File: config.mk
export PLATFORM = sky130hd
export DESIGN_NAME = swreg_delay_trigger_flat
export DESIGN_NICKNAME = d
export VERILOG_FILES = /design/src/rtl/swreg_delay_trigger_if.sv /design/src/rtl/swreg_delay_trigger.sv /design/src/flat_wrapper.sv
export SDC_FILE = /design/constraint.sdc
export NUM_CORES = 1
export LEC_CHECK = 0
export BUFFER_PORTS_ARGS = -buffer_cell sky130_fd_sc_hd__buf_2
export CAP_MARGIN = 20
export CORE_AREA = 2 2 102 104
export CTS_BUF_LIST = sky130_fd_sc_hd__clkbuf_4
export DETAILED_ROUTE_END_ITERATION = 12
export DIE_AREA = 0 0 104 106
export GPL_ROUTABILITY_DRIVEN = 0
export MAX_ROUTING_LAYER = met4
export PLACE_DENSITY = 0.72
export SYNTH_ARGS = -nofsm -noshare
export SYNTH_HDL_FRONTEND = slang
export SYNTH_SLANG_ARGS = --single-unit
File: constraint.sdc
create_clock -name user_clk -period 6.5 [get_ports user_clk]
set_input_delay 0 -clock user_clk [delete_from_list [all_inputs] [get_ports user_clk]]
set_output_delay 0 -clock user_clk [all_outputs]
set_load 0.1 [all_outputs]
File: src/rtl/swreg_delay_trigger_if.sv
// Bundle between the software-register block and the delay/trigger block.
// The user_clk clock and the user_rst_n reset are not part of the bundle.
//   master : the register source and sync source. It drives user_data_in and
//            sync_in, and it observes the trigger and status outputs.
//   slave  : the trigger block (swreg_delay_trigger).
// Fields:
//   user_data_in : 32-bit software register value
//                  (bit31 arm, bit30 continuous, low bits delay).
//   sync_in      : external sync level.
//   trig_out     : one-cycle trigger pulse.
//   armed        : high in the ARMED state.
//   busy         : high in the COUNT state.
//   reg_q        : the register value that has been accepted.
//   trig_cnt     : number of triggers issued.
//   overrun_cnt  : number of sync edges ignored while counting.
interface swreg_delay_trigger_if #(
  parameter int CNT_W = 16
);
  logic [31:0]      user_data_in;
  logic             sync_in;
  logic             trig_out;
  logic             armed;
  logic             busy;
  logic [31:0]      reg_q;
  logic [CNT_W-1:0] trig_cnt;
  logic [7:0]       overrun_cnt;

  modport master (
    output user_data_in, sync_in,
    input  trig_out, armed, busy, reg_q, trig_cnt, overrun_cnt
  );

  modport slave (
    input  user_data_in, sync_in,
    output trig_out, armed, busy, reg_q, trig_cnt, overrun_cnt
  );
endinterface

File: src/rtl/swreg_delay_trigger.sv
// Programmable delayed trigger, driven by a software register.
//
// The block first qualifies the incoming register value against tearing.
// A value is accepted only after it has been held for STABLE_CYCLES
// consecutive identical samples.
//
// From the accepted value, the block takes three fields:
//   bit 31            : arm
//   bit 30            : continuous
//   bits [DELAY_W-1:0]: delay D
//
// Behaviour:
//   - A rising edge of the arm bit arms the block.
//   - When armed, a rising edge on sync_in starts a countdown.
//   - trig_out then pulses D+1 cycles after that sync edge.
//
// Ports:
//   user_clk   : the only clock.
//   user_rst_n : asynchronous, active-low reset.
//   bus        : slave side of swreg_delay_trigger_if.
module swreg_delay_trigger #(
  parameter int DELAY_W       = 16,
  parameter int STABLE_CYCLES = 2,
  parameter int CNT_W         = 16
) (
  input  logic                 user_clk,
  input  logic                 user_rst_n,
  swreg_delay_trigger_if.slave bus
);

  localparam logic [3:0] RUN_MAX = 4'(STABLE_CYCLES - 1);

  typedef enum logic [1:0] {IDLE, ARMED, COUNT} state_t;

  state_t             state;
  logic [31:0]        data_prev;
  logic [3:0]         run;
  logic [31:0]        reg_q;
  logic               arm_q;
  logic               sync_q;
  logic [DELAY_W-1:0] dly_cnt;
  logic               trig;
  logic [CNT_W-1:0]   trig_cnt;
  logic [7:0]         ovr_cnt;

  logic arm_rise, arm_fall, sync_rise;

  // Stability qualifier.
  // run counts consecutive identical samples. At RUN_MAX it holds, and
  // reg_q keeps reloading the same value. Any change to the input restarts
  // the count, so a value that toggles every cycle never reaches reg_q.
  always_ff @(posedge user_clk or negedge user_rst_n) begin
    if (!user_rst_n) begin
      data_prev <= '0;
      run       <= '0;
      reg_q     <= '0;
    end else begin
      data_prev <= bus.user_data_in;
      if (bus.user_data_in != data_prev) begin
        run <= '0;
      end else if (run != RUN_MAX) begin
        run <= run + 4'd1;
      end else begin
        reg_q <= bus.user_data_in;
      end
    end
  end

  // Edge-detect registers for the arm bit and for sync_in.
  always_ff @(posedge user_clk or negedge user_rst_n) begin
    if (!user_rst_n) begin
      arm_q  <= 1'b0;
      sync_q <= 1'b0;
    end else begin
      arm_q  <= reg_q[31];
      sync_q <= bus.sync_in;
    end
  end

  assign arm_rise  =  reg_q[31] & ~arm_q;
  assign arm_fall  = ~reg_q[31] &  arm_q;
  assign sync_rise =  bus.sync_in & ~sync_q;

  // Control FSM.
  // The delay is captured into dly_cnt when COUNT is entered, so later
  // writes to the register do not disturb a count in progress.
  // trig is a one-cycle pulse: its default is 0 in every cycle.
  // COUNT is always left on the cycle that fires, so two triggers are
  // never issued back to back.
  always_ff @(posedge user_clk or negedge user_rst_n) begin
    if (!user_rst_n) begin
      state    <= IDLE;
      dly_cnt  <= '0;
      trig     <= 1'b0;
      trig_cnt <= '0;
      ovr_cnt  <= '0;
    end else begin
      trig <= 1'b0;
      case (state)
        IDLE: begin
          if (arm_rise) state <= ARMED;
        end

        // When arm_fall and sync_rise arrive together, disarming wins.
        ARMED: begin
          if (arm_fall) begin
            state <= IDLE;
          end else if (sync_rise) begin
            state   <= COUNT;
            dly_cnt <= reg_q[DELAY_W-1:0];
          end
        end

        COUNT: begin
          if (sync_rise && ovr_cnt != 8'hFF) ovr_cnt <= ovr_cnt + 8'd1;
          if (arm_fall) begin
            state <= IDLE;
          end else if (dly_cnt != '0) begin
            dly_cnt <= dly_cnt - 1'b1;
          end else begin
            trig     <= 1'b1;
            trig_cnt <= trig_cnt + 1'b1;
            state    <= reg_q[30] ? ARMED : IDLE;
          end
        end

        default: state <= IDLE;
      endcase
    end
  end

  assign bus.trig_out    = trig;
  assign bus.armed       = (state == ARMED);
  assign bus.busy        = (state == COUNT);
  assign bus.reg_q       = reg_q;
  assign bus.trig_cnt    = trig_cnt;
  assign bus.overrun_cnt = ovr_cnt;

endmodule

File: src/flat_wrapper.sv
// flat-port wrapper written by rule: the top's interface ports become plain ports
module swreg_delay_trigger_flat 
#(
  parameter int DELAY_W       = 16,
  parameter int STABLE_CYCLES = 2,
  parameter int CNT_W         = 16
)
  (user_clk, user_rst_n, bus_user_data_in, bus_sync_in, bus_trig_out, bus_armed, bus_busy, bus_reg_q, bus_trig_cnt, bus_overrun_cnt);
  swreg_delay_trigger_if #(.CNT_W(CNT_W)) bus_i ();
  input  logic user_clk;
  input  logic user_rst_n;
  input wire logic [$bits(bus_i.user_data_in)-1:0] bus_user_data_in;
  input wire logic [$bits(bus_i.sync_in)-1:0] bus_sync_in;
  output wire logic [$bits(bus_i.trig_out)-1:0] bus_trig_out;
  output wire logic [$bits(bus_i.armed)-1:0] bus_armed;
  output wire logic [$bits(bus_i.busy)-1:0] bus_busy;
  output wire logic [$bits(bus_i.reg_q)-1:0] bus_reg_q;
  output wire logic [$bits(bus_i.trig_cnt)-1:0] bus_trig_cnt;
  output wire logic [$bits(bus_i.overrun_cnt)-1:0] bus_overrun_cnt;
  assign bus_i.user_data_in = bus_user_data_in;
  assign bus_i.sync_in = bus_sync_in;
  assign bus_trig_out = bus_i.trig_out;
  assign bus_armed = bus_i.armed;
  assign bus_busy = bus_i.busy;
  assign bus_reg_q = bus_i.reg_q;
  assign bus_trig_cnt = bus_i.trig_cnt;
  assign bus_overrun_cnt = bus_i.overrun_cnt;
  swreg_delay_trigger #(.DELAY_W(DELAY_W), .STABLE_CYCLES(STABLE_CYCLES), .CNT_W(CNT_W)) u_core (.user_clk(user_clk), .user_rst_n(user_rst_n), .bus(bus_i));
endmodule
==> flow_summary_export.csv <==
group,metric,value,unit
detailed_routing,drtAntennaViolNets,0,
synth,syn-cell-area,4850,µm²
clocking,cts_tree,"built",
clocking,clkTransAtPathRegs,0.11,ns
detailed_routing,wl,10500,µm
power_and_ir_drop,p_total,1260,µW
flow_run,drv_cap,0,
global_route,antenna_found_initial,0,
setup_path,timing.reg2reg.setup_slack,3.54,ns
global_route,grt_util_all_layers,20.7,%
synth,ys_async_sr_fraction,100,%
die,rows,37,
synth,synth_ff_type,"dfrtp_1",
detailed_routing,vias,3525,
setup_path,worstSetupPathType,"register to register",
setup_path,worstPathArrival,3.36,ns
power_and_ir_drop,p_per_area,209,nW/µm²
final_layout,fillers,886,
synth,synthDistinctLibCells,47,
clocking,clock_sinks,113,
clocking,root_buffer,"clkbuf_4",
final_layout,drive_above_1_share,31.8,%
final_layout,final_nets,574,
sta,slew_headroom,35.9,%
synth,ys_top_cells_by_area,"dfrtp_1 (58%), xnor2_1 (8.3%), mux2_2 (7.7%)",
synth,synth_nets,439,
global_route,grt_start_max_net_pins,68,
setup_path,cp.buffers_inverters,2,
synth,synthCells,399,
setup_path,crit_path_max_incr_delay,0.59,ns
synth,syn_avg_cell_area,12.1,µm²
sta,period_minus_slack,2.96,ns
sta,setup_violations,0,
clocking,cts_buffers,17,
synth,synth_edf_count,0,
power_and_ir_drop,power_leakage,0.00298,µW
setup_path,r2r-end,"u_core.dly_cnt[9]",
hold_path,holdCritPathClass,"input pin to asynchronous set/reset pin",
setup_path,startpoint_type,"register",
die,fp.dieW,104,µm
detailed_routing,via_per_inst,5.16,
clocking,cts.path.max_buffers,2,
synth,synth-warning-count,0,
sta,finalSetupTns,0,ns
die,core_area,10000,µm²
setup_path,cp-end-kind,"register",
sta,tightest_slew,0.962,ns
die,ios,94,
setup_path,critPathMaxFanout,22,
sta,finalCritPeriodShare,45.6,%
die,die_y,106,µm
setup_path,timing.rr.start,"u_core.dly_cnt[0]",
status,status,"finished, final reports clean",
setup_path,required,6.90,ns
placed_design,dp_hpwl,7140,µm
final_layout,mostFrequentLayoutCells,"dfrtp_1 (113), buf_2 (92), xnor2_1 (46), dlygate4sd3_1 (34), mux2_2 (33)",
power_and_ir_drop,vdd_drop_max,0.128,mV
final_layout,area_delta_synth_final,24.3,%
sta,rsz0062_at_grt,"no",
synth,synth_top_area_share,58.4,%
synth,yosys.area.top_type,"dfrtp_1",
detailed_routing,drc,0,
die,initial_utilization,48.5,%
sta,fmax,0.338,GHz
global_route,overflow,0,
synth,synth-seq-cells,113,
sta,finClkSkew,0.0213,ns
detailed_routing,drt_iter0_markers,227,
setup_path,crit_path_cell_trace,"inv_1, ha_1, or4b_1, or3_4, o21ai_4, inv_2, o21a_1, o22a_1",
placed_design,io_buffers,93,
setup_path,crit_family,"simple AND/OR/NAND/NOR gates",
final_layout,layout_commonest_cell,"dfrtp_1",
die,die-area,11000,µm²
detailed_routing,drtPass1Iterations,4,
detailed_routing,wl_per_cell,15.3,µm
global_route,grt_pass1_wl,17400,µm
synth,yosysSeqAreaShare,58.4,%
setup_path,crit_slowest_cell,"or4b_1",
clocking,htreeDepth,4,
global_route,grt_pass1_vias,3620,
sta,slew_violations,0,
final_layout,diodes,0,
setup_path,reg2reg_depth,8,
clocking,insertion_delay,0.52,ns
sta,hold_viol_final,0,
[Yosys cell counts, types with 4 or more instances]
library cell,instances
nand4_1,17
mux2_2,33
and4_1,5
a21oi_1,16
dfrtp_1,113
o21ai_0,12
nand3_1,9
nor4_1,4
clkbuf_1,7
nand2_1,21
a21oi_2,5
nor2b_1,4
ha_1,5
inv_1,6
xnor2_1,46
nor3_1,12
xor2_1,11
nor2_1,25
[metrics by stage]
step | area, µm² | hold slack [ns] | cells | util, % | setup WS [ns]
after floorplan | 4850 | -0.296 | 399 | - | 4.12
after global placement | 5430 | 0.0531 | 617 | 54.3 | 3.66
after detailed placement | 5430 | 0.0599 | 617 | 54.3 | 3.54
after CTS | 6020 | 0.0213 | 683 | 60.2 | 3.52
after global routing | 6020 | 0.0511 | 683 | 60.2 | 3.33
final | 6020 | 0.0377 | 683 | 60.2 | 3.54
[worst max path at each step]
stage                       from                 to  cells after the start
2_1_floorplan    u_core.state[1]    u_core.state[0]                      5
3_3_place_gp   u_core.dly_cnt[0]  u_core.dly_cnt[9]                      8
3_5_place_dp   u_core.dly_cnt[0]  u_core.dly_cnt[9]                      8
4_1_cts        u_core.dly_cnt[0]  u_core.dly_cnt[9]                      8
5_1_grt        u_core.dly_cnt[0]  u_core.dly_cnt[9]                      8
6_report       u_core.dly_cnt[0]  u_core.dly_cnt[9]                      8
[routing by layer]
layer	track usage (%)	wire [µm]	up-vias
li1	-	-	1683
met1	25.1	4630	1728
met2	34.1	5230	102
met3	6.32	493	12
met4	5.69	113	0
met5	-	0	-
[flip-flops by register name, summed over array words and instances, names as in the netlist]
| register | cells |
|---|---|
| u_core.state | 2 |
| u_core.bus.reg_q | 32 |
| u_core.sync_q | 1 |
| u_core.bus.trig_out | 1 |
| u_core.bus.overrun_cnt | 8 |
| u_core.data_prev | 32 |
| u_core.bus.trig_cnt | 16 |
| u_core.arm_q | 1 |
| u_core.dly_cnt | 16 |
| u_core.run | 4 |
[what timing repair did]
item / CTS / global route
hold buffers: 34 / 0
gates resized for setup: 0 / 0
buffers inserted: 0 / 0
hold endpoints to repair: 115 / 0
[cells by family after synthesis]
family	Yosys count	share of synthesized area, %
buffers and inverters	20	1.99
XOR/XNOR	57	10.3
AND/OR/NAND/NOR	114	12.5
multiplexers	33	7.67
AO/OA/AOI/OAI	57	7.88
adder cells (fa/ha/maj)	5	1.29
flip-flops	113	58.4
[power by group]
part / switching [µW] / total (µW) / internal [µW]
registers: 4.80 / 718 / 713
logic: 33.8 / 69.2 / 35.5
clock network: 278 / 469 / 191
total: 316 / 1260 / 939
[cell type report]
type	count	area (µm²)	area share [%]
Clock buffer	18	135	2.24
Tap cell	136	170	2.83
Inverter	7	26.3	0.436
Timing Repair Buffer	129	823	13.7
Clock inverter	14	118	1.95
Sequential cell	113	2830	47.0
Multi-Input combinational cell	266	1920	31.9
No activity file was read; power rests on OpenSTA's default activity.
